===== src/rtl/rx_word_gate.sv =====
// rx_word_gate
//   Output stage of the RMII receive path. Strips the trailing FCS from the
//   incoming dibit stream, packs the payload MSB-first into WIDTH-bit words,
//   holds them in a MAX_WORDS-deep buffer and releases them downstream only
//   once the checksum block reports a good FCS. Bad, oversized and timed-out
//   frames are discarded whole.
//
// Ports
//   clk    in   RMII reference clock, the only clock
//   rst    in   asynchronous active-high reset
//   axiiv  in   input dibit valid, high for the whole frame
//   axiid  in   input dibit, MSB-first
//   done   in   one-cycle pulse, FCS verdict available
//   kill   in   qualified by done, 1 = FCS bad
//   axior  in   downstream ready
//   axiov  out  output word valid
//   axiod  out  output word
//   axiol  out  last word of the frame
//   drop   out  one-cycle pulse when a frame is discarded
//   miss   out  one-cycle pulse when a frame starts while busy
module rx_word_gate #(
    parameter int WIDTH      = 44,
    parameter int MAX_WORDS  = 4,
    parameter int FCS_DIBITS = 16,
    parameter int TIMEOUT    = 256
) (
    input  logic             clk,
    input  logic             rst,
    input  logic             axiiv,
    input  logic [1:0]       axiid,
    input  logic             done,
    input  logic             kill,
    input  logic             axior,
    output logic             axiov,
    output logic [WIDTH-1:0] axiod,
    output logic             axiol,
    output logic             drop,
    output logic             miss
);

    localparam int PTR_W  = $clog2(MAX_WORDS + 1);
    localparam int IDX_W  = (MAX_WORDS > 1) ? $clog2(MAX_WORDS) : 1;
    localparam int FILL_W = $clog2(FCS_DIBITS + 1);
    localparam int PACK_W = $clog2(WIDTH / 2);
    localparam int TMR_W  = $clog2(TIMEOUT + 1);

    localparam logic [PTR_W-1:0]  PTR_ONE   = PTR_W'(1);
    localparam logic [PTR_W-1:0]  PTR_MAX   = PTR_W'(MAX_WORDS);
    localparam logic [FILL_W-1:0] FILL_ONE  = FILL_W'(1);
    localparam logic [FILL_W-1:0] FILL_FULL = FILL_W'(FCS_DIBITS);
    localparam logic [PACK_W-1:0] PACK_ONE  = PACK_W'(1);
    localparam logic [PACK_W-1:0] PACK_LAST = PACK_W'(WIDTH / 2 - 1);
    localparam logic [TMR_W-1:0]  TMR_ONE   = TMR_W'(1);
    localparam logic [TMR_W-1:0]  TMR_LAST  = TMR_W'(TIMEOUT - 1);

    typedef enum logic [1:0] {
        IDLE,
        COLLECT,
        WAIT_CK,
        DRAIN
    } state_t;

    state_t              state_q, state_d;
    logic                prevValid_q;
    logic                ignore_q, ignore_d;
    logic [1:0]          dly_q [FCS_DIBITS];
    logic [1:0]          dly_d [FCS_DIBITS];
    logic [FILL_W-1:0]   fillCnt_q, fillCnt_d;
    logic [WIDTH-1:0]    word_q, word_d;
    logic [PACK_W-1:0]   packCnt_q, packCnt_d;
    logic [PTR_W-1:0]    wptr_q, wptr_d;
    logic [PTR_W-1:0]    rptr_q, rptr_d;
    logic                overflow_q, overflow_d;
    logic                seen_q, seen_d;
    logic                bad_q, bad_d;
    logic [TMR_W-1:0]    timer_q, timer_d;
    logic                axiov_q, axiov_d;
    logic [WIDTH-1:0]    axiod_q, axiod_d;
    logic                axiol_q, axiol_d;
    logic                drop_q, drop_d;
    logic                miss_q, miss_d;

    logic [WIDTH-1:0]    buffer_q [MAX_WORDS];
    logic                bufWe;
    logic [WIDTH-1:0]    bufWData;

    logic                busyRise;
    logic                verdictSeen;
    logic                verdictBad;
    logic [PTR_W-1:0]    rptrInc;
    logic [PTR_W-1:0]    lastPtr;

    assign rptrInc = rptr_q + PTR_ONE;
    assign lastPtr = wptr_q - PTR_ONE;

    // Next-state and registered-output logic. Outputs are computed from the
    // next state so that axiov rises in the very cycle DRAIN is entered.
    // The delay line only feeds the packer once it is full, which is what
    // keeps the last FCS_DIBITS dibits of every frame away from the words.
    always_comb begin
        state_d    = state_q;
        ignore_d   = ignore_q;
        dly_d      = dly_q;
        fillCnt_d  = fillCnt_q;
        word_d     = word_q;
        packCnt_d  = packCnt_q;
        wptr_d     = wptr_q;
        rptr_d     = rptr_q;
        overflow_d = overflow_q;
        seen_d     = seen_q;
        bad_d      = bad_q;
        timer_d    = timer_q;
        axiov_d    = axiov_q;
        axiod_d    = axiod_q;
        axiol_d    = axiol_q;
        drop_d     = 1'b0;
        miss_d     = 1'b0;
        bufWe      = 1'b0;
        bufWData   = '0;

        // A frame that starts while a previous one is still pending is
        // ignored until its axiiv falls.
        busyRise    = axiiv && !prevValid_q && (state_q == WAIT_CK || state_q == DRAIN);
        verdictSeen = seen_q || done;
        verdictBad  = done ? kill : bad_q;

        if (busyRise) begin
            miss_d   = 1'b1;
            ignore_d = 1'b1;
        end else if (!axiiv) begin
            ignore_d = 1'b0;
        end

        case (state_q)
            IDLE: begin
                if (axiiv && !ignore_q) begin
                    state_d    = COLLECT;
                    dly_d[0]   = axiid;
                    fillCnt_d  = FILL_ONE;
                    packCnt_d  = '0;
                    wptr_d     = '0;
                    overflow_d = 1'b0;
                    seen_d     = 1'b0;
                    bad_d      = 1'b0;
                end
            end

            COLLECT: begin
                if (done) begin
                    seen_d = 1'b1;
                    bad_d  = kill;
                end
                if (axiiv) begin
                    for (int i = 1; i < FCS_DIBITS; i++) begin
                        dly_d[i] = dly_q[i-1];
                    end
                    dly_d[0] = axiid;
                    if (fillCnt_q == FILL_FULL) begin
                        word_d = {word_q[WIDTH-3:0], dly_q[FCS_DIBITS-1]};
                        if (packCnt_q == PACK_LAST) begin
                            packCnt_d = '0;
                            if (wptr_q == PTR_MAX) begin
                                overflow_d = 1'b1;
                            end else begin
                                bufWe    = 1'b1;
                                bufWData = word_d;
                                wptr_d   = wptr_q + PTR_ONE;
                            end
                        end else begin
                            packCnt_d = packCnt_q + PACK_ONE;
                        end
                    end else begin
                        fillCnt_d = fillCnt_q + FILL_ONE;
                    end
                end else begin
                    state_d = WAIT_CK;
                    timer_d = '0;
                end
            end

            WAIT_CK: begin
                if (done) begin
                    seen_d = 1'b1;
                    bad_d  = kill;
                end
                if (verdictSeen) begin
                    if (verdictBad || overflow_q || (wptr_q == '0)) begin
                        drop_d  = 1'b1;
                        state_d = IDLE;
                    end else begin
                        state_d = DRAIN;
                        rptr_d  = '0;
                        axiov_d = 1'b1;
                        axiod_d = buffer_q[0];
                        axiol_d = (wptr_q == PTR_ONE);
                    end
                end else if (timer_q == TMR_LAST) begin
                    drop_d  = 1'b1;
                    state_d = IDLE;
                end else begin
                    timer_d = timer_q + TMR_ONE;
                end
            end

            DRAIN: begin
                if (axiov_q && axior) begin
                    if (axiol_q) begin
                        state_d = IDLE;
                        axiov_d = 1'b0;
                        axiod_d = '0;
                        axiol_d = 1'b0;
                    end else begin
                        rptr_d  = rptrInc;
                        axiod_d = buffer_q[rptrInc[IDX_W-1:0]];
                        axiol_d = (rptrInc == lastPtr);
                    end
                end
            end

            default: begin
                state_d = IDLE;
            end
        endcase
    end

    // State, counters, latches and registered outputs.
    always_ff @(posedge clk or posedge rst) begin
        if (rst) begin
            state_q     <= IDLE;
            prevValid_q <= 1'b0;
            ignore_q    <= 1'b0;
            dly_q       <= '{default: '0};
            fillCnt_q   <= '0;
            word_q      <= '0;
            packCnt_q   <= '0;
            wptr_q      <= '0;
            rptr_q      <= '0;
            overflow_q  <= 1'b0;
            seen_q      <= 1'b0;
            bad_q       <= 1'b0;
            timer_q     <= '0;
            axiov_q     <= 1'b0;
            axiod_q     <= '0;
            axiol_q     <= 1'b0;
            drop_q      <= 1'b0;
            miss_q      <= 1'b0;
        end else begin
            state_q     <= state_d;
            prevValid_q <= axiiv;
            ignore_q    <= ignore_d;
            dly_q       <= dly_d;
            fillCnt_q   <= fillCnt_d;
            word_q      <= word_d;
            packCnt_q   <= packCnt_d;
            wptr_q      <= wptr_d;
            rptr_q      <= rptr_d;
            overflow_q  <= overflow_d;
            seen_q      <= seen_d;
            bad_q       <= bad_d;
            timer_q     <= timer_d;
            axiov_q     <= axiov_d;
            axiod_q     <= axiod_d;
            axiol_q     <= axiol_d;
            drop_q      <= drop_d;
            miss_q      <= miss_d;
        end
    end

    // Word buffer; its contents only matter between a write and the drain,
    // so it carries no reset.
    always_ff @(posedge clk) begin
        if (bufWe) begin
            buffer_q[wptr_q[IDX_W-1:0]] <= bufWData;
        end
    end

    assign axiov = axiov_q;
    assign axiod = axiod_q;
    assign axiol = axiol_q;
    assign drop  = drop_q;
    assign miss  = miss_q;

endmodule


===== config.mk =====
export PLATFORM = sky130hd
export DESIGN_NAME = rx_word_gate
export DESIGN_NICKNAME = d
export VERILOG_FILES = /design/src/rtl/rx_word_gate.sv
export SDC_FILE = /design/constraint.sdc
export NUM_CORES = 1
export LEC_CHECK = 0
export BUFFER_PORTS_ARGS = -buffer_cell sky130_fd_sc_hd__buf_4
export CAP_MARGIN = 5
export CORE_ASPECT_RATIO = 1.1
export CORE_UTILIZATION = 40
export DETAILED_ROUTE_END_ITERATION = 10
export PLACE_DENSITY = 0.57
export SLEW_MARGIN = 5
export SYNTH_ARGS = -nofsm -noshare
export SYNTH_HDL_FRONTEND = slang
export SYNTH_SLANG_ARGS = --single-unit

===== constraint.sdc =====
create_clock -name clk -period 6.4 [get_ports clk]
set_clock_uncertainty 0.1 [all_clocks]
set_input_delay 0.96 -clock clk [delete_from_list [all_inputs] [get_ports clk]]
set_output_delay 0.96 -clock clk [all_outputs]
set_load 0.01 [all_outputs]

==> key figures, run 1 <==
Run status
  • Status: complete, no violations

Final layout
  • Final nets: about 1000
  • Share of post-route cells with drive strength above 1: around 22%
  • Non-filler instance count after layout: around 1500
  • Fin util: between 40 and 50%
  • Finished Cell Area: ~0.016 mm^2
  • N_diodes: 0
  • Number of fill cells in the layout: 2994
  • Area Overhead vs Synth: 15.59%

STA
  • Slew HR: between 30% and 40%
  • Final setup violation count: 0
  • Final worst-path setup slack: approximately 2.6 ns
  • FMAX: 262.6 MHz
  • Ratio of final minimum period to clock period: between 50 and 60%
  • Slew @ Worst Pin: between 1 and 1.5 ns
  • Max-slew violation count: 0
  • Hold_ws: around 0.31 ns
  • Min cycle time layout: about 3.8 ns
  • Setup tns final: 0 ns
  • Count of final hold-check violations: 0
  • RSZ-0062 raised after global routing: false

Critical path
  • Critical Path RT: about 6.5 ns
  • Worst-path maximum fanout: 44
  • WP data arrival: between 3 and 4 ns
  • Crit end category: flip-flop
  • Worst R2R Start: state_q[1]
  • Crit start category: flip-flop
  • Worst Setup SP: state_q[1]
  • CP Class: reg2reg

Global route
  • Antenna violations before repair: 0
  • First-pass GRT wire length: 42.14 mm
  • Largest net degree at the start of global routing: slightly below 90
  • GRT overflow: 0
  • Vias in the first global route: 7762
  • Total track usage: about 15%

Logic synthesis
  • Gate Count Post-Synth: ~940
  • EDFF count, synth: 176
  • Cell variety after synth: 55
  • Syn nets: approximately 970
  • Syn Area/Cell: 14.36 um^2
  • Async S/R FF share, synth: a little under half
  • Synth Cell Area: between 0.01 and 0.015 mm^2
  • Seq cells post-synth: 330
  • Primary FF master, synth: edfxtp_1
  • Sequential-to-total area share from yosys stat: 67.56%
  • YS warnings: 0

Floorplan
  • Die span in y: 194.9 um
  • Initial cell density of the core: between 40 and 50%
  • CORE AREA: approximately 0.033 mm^2
  • Die area: approximately 0.035 mm^2
  • Row cnt: 70
  • Die X: ~180 um
  • I/O pin cnt: 56

Clock tree
  • # Post-CTS Setup Buffers: 0
  • Worst-path clk slew: roughly 0.050 ns
  • PostCTS Resize Cnt: 0
  • CTS buffer count: 37
  • CTS sink cnt: 330
  • CTS tree: yes
  • Clk buf depth: 3
  • Root buf cell: clkbuf_16
  • Clock Latency Late Sink: 0.52 ns
  • H-tree depth: 2
  • CTS Hold Bufs: 0

Worst hold path
  • HP Start: prevValid_q
  • Min-delay worst type: reg2reg

Placement
  • Post-DP HPWL: approximately 15 mm
  • Inst Count DP: 1398
  • Post-DP Area: ~0.014 mm^2
  • Pre-CTS setup slack: roughly 2.4 ns
  • # port buffers: 55
  • GP Congestion: about 0.77

Power
  • Pwr/cell area: about 430 mW/mm^2
  • Leakage: slightly below 6 nW
  • Final Total Pwr: between 6 and 7 mW
  • Maximum vdd drop: 239.3 uV

Detailed routing
  • Antenna Nets Post-Route: 0
  • Routed WL per cell: around 18 um
  • DR iter-0 viols: between 400 and 500
  • Drt total wl: 25.76 mm
  • Total number of vias: ~7500
  • Vias/cell: approximately 5.1
  • Drt drc: 0
  • Pre-antenna DRT Iters: 4

Run
  • Max-Cap Viols: 0
cells in the mapped netlist (all sizes together), types with 2 or more instances:
master / count / area (um^2)
edfxtp: 176 / 5285
dfrtp: 154 / 3854
nand2: 112 / 420.4
mux2: 89 / 1149
nor2: 63 / 236.5
and2: 48 / 300.3
mux2i: 46 / 460.4
a221o: 45 / 450.4
clkbuf: 31 / 116.4
o21ai: 22 / 110.1
inv: 20 / 75.07
ha: 17 / 212.7
buf: 15 / 136.4
nand3: 12 / 60.06
a21oi: 10 / 50.05
nand2b: 8 / 50.05
nor3: 6 / 30.03
o31ai: 6 / 45.04
xnor2: 6 / 52.55
nor2b: 4 / 25.02
nor3b: 4 / 30.03
a21boi: 3 / 26.27
a21o: 3 / 22.52
and3: 3 / 18.77
nor4: 3 / 18.77
o211ai: 3 / 22.52
or4: 3 / 22.52
xor2: 3 / 26.28
a211o: 2 / 17.52
a31oi: 2 / 12.51
nand3b: 2 / 15.01
nor4b: 2 / 17.52
o221ai: 2 / 17.52
o22ai: 2 / 12.51
or3b: 2 / 17.52
metal layers:
layer | wire length (um) | up-vias | global-route usage, % | part of all wire [%]
met1 | 12050 | 3814 | 21.14 | 47
met4 | 438 | 0 | 4.463 | 1.7
met3 | 812 | 35 | 2.504 | 3.2
met5 | 0 | - | 0 | 0
met2 | 12460 | 108 | 25.33 | 48
li1 | - | 3549 | - | -
cell usage in the layout, fill, tap and decap left out, drive strengths merged, types with 21 or more instances in the layout:
| cell type | instances |
|---|---|
| o21ai | 22 |
| clkbuf | 48 |
| edfxtp | 176 |
| a221o | 45 |
| mux2i | 46 |
| nor2 | 63 |
| dfrtp | 154 |
| buf | 70 |
| inv | 21 |
| and2 | 48 |
| mux2 | 89 |
| nand2 | 112 |
critical path, stage by stage, from the launching register on:
cell	delay, ns
dfrtp_1	0.42
inv_1	0.11
ha_1	0.47
and2_1	0.24
nand2_2	0.05
buf_4	0.30
nor2_2	0.54
and2_2	0.81
buf_4	0.42
cell families (layout without fill, tap and decap cells):
group / count (synthesis) / after routing / synth area share (%)
flops: 330 / 330 / 67.56
xor+xnor: 9 / 9 / 0.5828
simple gates: 277 / 277 / 9.638
compound gates: 108 / 108 / 6.327
mux: 135 / 135 / 11.90
fa+ha+maj: 17 / 17 / 1.572
buf+inv: 66 / 157 / 2.423
flip-flops by register name, indices dropped and copies added, names as in the netlist:
signal       flops
bad_q            1
drop             1
fillCnt_q        5
wptr_q           3
timer_q          9
miss             1
word_q          42
seen_q           1
axiov            1
axiol            1
rptr_q           3
dly_q           32
prevValid_q      1
packCnt_q        5
state_q          2
buffer_q       176
ignore_q         1
axiod           44
overflow_q       1
area by class of cell:
type	count	area, um^2	share of cell area [%]
inverter	20	80.08	0.5122
clock buffer	48	998.5	6.386
sequential	330	9139	58.45
multi-input combinational	546	4105	26.26
timing repair buffer	70	525.5	3.361
tap	432	540.5	3.457
clock inverter	19	246.5	1.577
path summary, 6_finish.rpt:
| kind | end | slack [ns] | depth (start not counted) |
|---|---|---|---|
| max | buffer_q[2][0] | 2.59 | 8 |
| min | miss | 0.31 | 1 |
| max reg2reg | buffer_q[2][0] | 2.59 | 8 |
| min reg2reg | miss | 0.31 | 1 |
| max in group asynchronous | axiod[27] | 4.32 | 3 |
| min in group asynchronous | timer_q[8] | 0.51 | 2 |
power breakdown:
part / leakage, nW / total, mW / switching, mW / internal, mW
clock network: 0.607 / 2.16 / 0.843 / 1.31
registers: 3.20 / 2.67 / 0.179 / 2.49
logic: 2.16 / 1.88 / 0.932 / 0.952
total: 5.97 / 6.71 / 1.95 / 4.76
(Power assumes the default switching activity.)
==> inputs of run 2 (changes only) <==
PLACE_DENSITY = 0.59   (was 0.57)
clock period = 3.4 ns   (was 6.4 ns; I/O delays follow)
==> key figures, run 2 (synthesized netlist as in run 1, its figures left out) <==
Run status
  • Status: complete, no violations

STA
  • Final setup violation count: 0 (unchanged)
  • Min cycle time layout: 2.590 ns (-1.218 ns)
  • Ratio of final minimum period to clock period: 76.17% (+17 points)
  • Slew HR: 50.42% (+19 points)
  • Setup tns final: 0 ns (unchanged)
  • Count of final hold-check violations: 0 (unchanged)
  • Max-slew violation count: 0 (unchanged)
  • RSZ-0062 raised after global routing: false
  • FMAX: 386.1 MHz (+47%)
  • Final worst-path setup slack: 0.8103 ns (-1.782 ns)
  • Slew @ Worst Pin: 0.7421 ns (-0.2809 ns)

Critical path
  • Max incr delay on CP: 0.55 ns (-0.26 ns)
  • WP data arrival: 2.87 ns (-1.04 ns)
  • CP Class: reg2reg
  • Crit start category: flip-flop
  • Critical path, cell by cell: ha_1, a21boi_0, nor2_1, a21boi_4, buf_12, mux2_4
  • Worst-path maximum fanout: 46 (+4.5%)
  • Crit end category: flip-flop
  • Critical Path RT: 3.68 ns (-2.82 ns)
  • CP max stage cell: a21boi_0

Floorplan
  • Die area: 0.03456 mm^2 (unchanged)
  • I/O pin cnt: 56 (unchanged)
  • Initial cell density of the core: 40.64% (unchanged)
  • Die span in y: 194.9 um (unchanged)
  • CORE AREA: 0.03328 mm^2 (unchanged)
  • Die X: 177.3 um (unchanged)
  • Row cnt: 70 (unchanged)

Placement
  • # port buffers: 55 (unchanged)
  • Post-DP Area: 0.01459 mm^2 (+1.4%)
  • Pre-CTS setup slack: 0.8380 ns (-1.572 ns)
  • Post-DP HPWL: 14.36 mm (-3.3%)
  • GP Congestion: 0.7770 (+1.5%)

Power
  • Final Total Pwr: 12.38 mW (+84%)
  • Pwr/cell area: 787.2 mW/mm^2 (+83%)
  • Leakage: 6.010 nW (+0.68%)
  • Maximum vdd drop: 610.7 uV (+160%)

Final layout
  • Share of post-route cells with drive strength above 1: 22.14% (+0.26 points)
  • Commonest cells after routing, fill and taps aside: edfxtp_1 (176), dfrtp_1 (154), nand2_1 (111)
  • N_diodes: 0 (unchanged)
  • Number of fill cells in the layout: 2978 (-0.53%)
  • Most common cell after layout, fill and taps aside: edfxtp_1
  • Fin util: 47.26% (+0.29 points)
  • Area taken by flip-flops and latches: 0.009139 mm^2 (unchanged)
  • Finished Cell Area: 0.01573 mm^2 (+0.61%)
  • Area taken by multi-input logic gates: 0.004111 mm^2 (+0.15%)
  • Max reg flops: 176 (unchanged)
  • Final nets: 1038 (+0.78%)
  • Area Overhead vs Synth: 16.29%

Global route
  • Largest net degree at the start of global routing: 57 (-35%)
  • GRT overflow: 0 (unchanged)
  • Antenna violations before repair: 0 (unchanged)
  • First-pass GRT wire length: 41.08 mm (-2.5%)
  • Vias in the first global route: 7654 (-1.4%)
  • Total track usage: 15.24% (-0.23 points)

Clock tree
  • CTS Hold Bufs: 0 (unchanged)
  • Clock Latency Late Sink: 0.50 ns (-0.02 ns)
  • Worst-path clk slew: 0.06 ns (about the same)
  • # Post-CTS Setup Buffers: 0 (unchanged)
  • CTS buffer count: 36 (-2.7%)
  • Root buf cell: clkbuf_16
  • H-tree depth: 2 (unchanged)
  • Clk buf depth: 3 (unchanged)
  • CTS sink cnt: 330 (unchanged)
  • PostCTS Resize Cnt: 0 (unchanged)
  • CTS tree: yes

Detailed routing
  • Drt total wl: 25.30 mm (-1.8%)
  • Routed WL per cell: 17.20 um (-2.2%)
  • Pre-antenna DRT Iters: 4 (unchanged)
  • Vias/cell: 5.067 (-1.1%)
  • DR iter-0 viols: 374 (-18%)
  • Antenna Nets Post-Route: 0 (unchanged)
  • Total number of vias: 7453 (-0.71%)
  • Drt drc: 0 (unchanged)

Run
  • Max-Cap Viols: 0 (unchanged)

Worst hold path
  • Min-delay worst type: in2async
## run 2: area by class of cell
type / instances / area share, %
clock buffers: 59 / 6.793
flip-flops and latches: 330 / 58.10
clock inverters: 5 / 0.4693
repair buffers: 79 / 4.566
multi-input cells: 546 / 26.14
inverters: 20 / 0.5011
well taps: 432 / 3.436
## run 2: worst paths after layout
path,from,to,slack (ns),depth (start not counted)
worst max-delay path,state_q[1],axiod[42],0.81,6
max in group asynchronous,rst,axiod[34],2.19,4
worst min-delay path,rst,axiod[14],0.04,2
worst max register to register,state_q[1],axiod[42],0.81,6
min in group clk,axiiv,prevValid_q,0.13,1
worst min register to register,prevValid_q,miss,0.36,1
## run 2: metal layers
layer | wire length [um] | GRT usage [%] | vias up
li1 | - | - | 3562
met1 | 11390 | 19.56 | 3744
met2 | 12530 | 26.11 | 103
met3 | 795 | 2.660 | 44
met4 | 589 | 4.653 | 0
met5 | 0 | 0 | -
## run 2: report_power, final
part	switching, mW	leakage (nW)	internal, mW	total (mW)
Clock	1.45	0.556	2.29	3.74
Sequential	0.368	3.20	4.70	5.06
Combinational	1.74	2.25	1.84	3.58
## run 2: worst max-delay path, delay by kind of cell, from the launching register on
family / cells / cell delay, ns
muxes: 1 / 0.35
DFF: 1 / 0.42
buffers and inverters: 1 / 0.23
AOI/OAI and AO/OA: 2 / 0.72
adders and majority gates: 1 / 0.48
and+or+nand+nor: 1 / 0.11
## run 2: stage by stage
step	hold slack, ns	std cells
2_1_floorplan	0.2946	942
3_3_place_gp	0.3216	1407
3_5_place_dp	0.3226	1407
4_1_cts	0.05527	1471
5_1_grt	0.07281	1471
6_report	0.03590	1471
==> inputs of run 3 (changes only) <==
ABC_AREA = 1   (was default)
clock period = 2.3 ns   (was 3.4 ns; I/O delays follow)
==> key figures, run 3 <==
Clock tree
  • Root buf cell: clkbuf_16
  • CTS tree: yes
  • CTS buffer count: 37 (+2.8%)
  • Worst-path clk slew: 0.06 ns (about the same)
  • H-tree depth: 2 (unchanged)
  • Clk buf depth: 3 (unchanged)
  • Clock Latency Late Sink: 0.53 ns (+0.03 ns)
  • # Post-CTS Setup Buffers: 0 (unchanged)
  • CTS sink cnt: 330 (unchanged)

STA
  • Slew HR: 53.96% (+3.5 points)
  • Min cycle time layout: 2.181 ns (-0.4092 ns)
  • Max-slew violation count: 0 (unchanged)
  • Slew @ Worst Pin: 0.6906 ns (-0.05150 ns)
  • Final setup violation count: 0 (unchanged)
  • FMAX: 458.6 MHz (+19%)
  • RSZ-0062 raised after global routing: false
  • Ratio of final minimum period to clock period: 94.81% (+19 points)
  • Count of final hold-check violations: 0 (unchanged)
  • Hold_ws: 0.09838 ns (+0.06248 ns)

Final layout
  • Area Overhead vs Synth: 16.90%
  • Area taken by flip-flops and latches: 0.009140 mm^2 (about the same)
  • Number of fill cells in the layout: 3405 (+14%)
  • Commonest cells after routing, fill and taps aside: nand2_1 (746), edfxtp_1 (176), inv_1 (161)
  • Share of post-route cells with drive strength above 1: 11.99% (-10 points)
  • Final nets: 1707 (+64%)
  • N_diodes: 0 (unchanged)
  • Most common cell after layout, fill and taps aside: nand2_1
  • Fin util: 47.58% (+0.32 points)
  • Max reg flops: 176 (unchanged)
  • Area taken by multi-input logic gates: 0.004653 mm^2 (+13%)

Logic synthesis
  • Syn Area/Cell: 9.116 um^2 (-37%)
  • EDFF count, synth: 176 (unchanged)
  • Gate Count Post-Synth: 1615 (+71%)
  • Sequential-to-total area share from yosys stat: 62.08% (-5.5 points)
  • Syn nets: 1640 (+70%)
  • Async S/R FF share, synth: 46.67% (unchanged)
  • Seq cells post-synth: 330 (unchanged)
  • YS warnings: 0 (unchanged)
  • Synth Cell Area: 0.01472 mm^2 (+8.8%)
  • Dominant cells by area after synthesis: edfxtp_1 (36%), dfrtp_1 (26%), nand2_1 (19%)
  • Primary FF master, synth: edfxtp_1
  • Share of the synthesized area in the top cell type: 35.90% (-3.2 points)
  • Largest area contributor in the netlist: edfxtp_1
  • Commonest cells post-synth: nand2_1 (747), edfxtp_1 (176), inv_1 (163)
  • Cell variety after synth: 34 (-38%)
  • Count leader, synth: nand2_1

Detailed routing
  • Routed WL per cell: 13.84 um (-20%)
  • Antenna Nets Post-Route: 0 (unchanged)
  • Total number of vias: 10180 (+37%)
  • DR iter-0 viols: 587 (+57%)
  • Pre-antenna DRT Iters: 5 (+1)
  • Drt drc: 0 (unchanged)
  • Vias/cell: 4.631 (-8.6%)
  • Drt total wl: 30.40 mm (+20%)

Critical path
  • CP Class: reg2reg
  • Worst-path maximum fanout: 33 (-28%)
  • R2R depth: 8 (+2)
  • WP data arrival: 2.28 ns (-0.59 ns)
  • Crit end category: flip-flop
  • Crit start category: flip-flop
  • Critical Path RT: 2.40 ns (-1.28 ns)

Placement
  • # port buffers: 55 (unchanged)
  • Post-DP HPWL: 17.89 mm (+25%)
  • GP Congestion: 0.7686 (-1.1%)

Power
  • Final Total Pwr: 18.63 mW (+50%)
  • Maximum vdd drop: 585.0 uV (-4.2%)
  • Leakage: 8.462 nW (+41%)
  • Pwr/cell area: 1082 mW/mm^2 (+38%)

Global route
  • GRT overflow: 0 (unchanged)
  • Vias in the first global route: 9972 (+30%)
  • Antenna violations before repair: 0 (unchanged)
  • Total track usage: 17.11% (+1.9 points)
  • Largest net degree at the start of global routing: 121 (+110%)
  • First-pass GRT wire length: 50.76 mm (+24%)

Run status
  • Status: complete, no violations

Floorplan
  • Die area: 0.03758 mm^2 (+8.7%)
  • Die X: 184.9 um (+4.3%)
  • Row cnt: 73 (+4.3%)
  • Die span in y: 203.2 um (+4.3%)
  • CORE AREA: 0.03617 mm^2 (+8.7%)
  • I/O pin cnt: 56 (unchanged)
  • Initial cell density of the core: 40.70% (+0.059 points)

Worst hold path
  • Hold Crit Depth: 4
  • Min-delay worst type: in2reg

Run
  • Max-Cap Viols: 0 (unchanged)
run 3: cell count changes in the layout (fill, tap and decap cells not counted), moves of 9 or more:
cell	before	now
nand2_1	111	746
mux2_2	50	26
nand3_1	12	70
nand4_1	1	13
o21ai_0	22	67
mux2i_1	46	0
mux2_4	39	0
inv_1	19	161
nor2_1	61	72
and2_1	45	0
a221o_1	45	0
clkbuf_1	16	7
run 3: where the power goes:
part	internal, mW	leakage (nW)	switching (mW)
Clock	3.63	0.611	2.32
Combinational	1.97	3.90	3.38
Sequential	6.92	3.95	0.413
Total	12.5	8.46	6.11
run 3: worst paths after layout:
check                            start               to  slack, ns
max                         state_q[1]  buffer_q[0][33]       0.12
min                               done            bad_q        0.1
max reg2reg                 state_q[1]  buffer_q[0][33]       0.12
min reg2reg                prevValid_q             miss       0.32
max in group asynchronous          rst        axiod[37]       1.11
min in group asynchronous          rst        dly_q[26]       0.43
run 3: area by class of cell:
cell class | instances | area share (%)
timing repair buffer | 96 | 5.337
tap | 487 | 3.541
clock inverter | 15 | 0.8870
clock buffer | 52 | 6.304
sequential | 330 | 53.11
multi-input combinational | 1046 | 27.04
inverter | 171 | 3.781
run 3: cells by family after synthesis:
kind of cell / Yosys count / synth area share (%)
simple gates: 918 / 24.62
compound gates: 79 / 2.796
flops: 330 / 62.08
xor+xnor: 6 / 0.3570
buf+inv: 239 / 6.714
fa+ha+maj: 17 / 1.445
mux: 26 / 1.989
run 3: metal layers:
| metal | up-vias | track usage, % | part of all wire, % |
|---|---|---|---|
| li1 | 5206 | - | - |
| met1 | 4743 | 22.35 | 46 |
| met2 | 171 | 28.97 | 47 |
| met3 | 55 | 2.696 | 4.1 |
| met4 | 0 | 5.549 | 2.4 |
| met5 | - | 0 | 0 |
run 3: stage by stage:
stage	setup TNS [ns]	area (um^2)	setup slack, ns	std cells
CTS	0	17210	0.1016	2197
global route	0	17210	0.02031	2197
detailed placement	0	15930	0.1200	2126
global placement	0	15930	0.1630	2126
floorplan	-16.71	14780	-0.08992	1615
finish	0	17210	0.1194	2197
run 3: worst max-delay path, cell delays in order (launching register included):
cell and delay (ns):
dfrtp_1 0.41, inv_2 0.11, ha_4 0.24, nand2_4 0.09
nor2_4 0.13, nand4_1 0.14, buf_12 0.22, nor2_4 0.15
buf_12 0.25
run 3: timing repair:
action / in CTS / in global routing
endpoints found under the hold margin: 125 / 0
gates resized for setup: 0 / 1
hold buffers: 4 / 0
setup endpoints to repair: 0 / 1
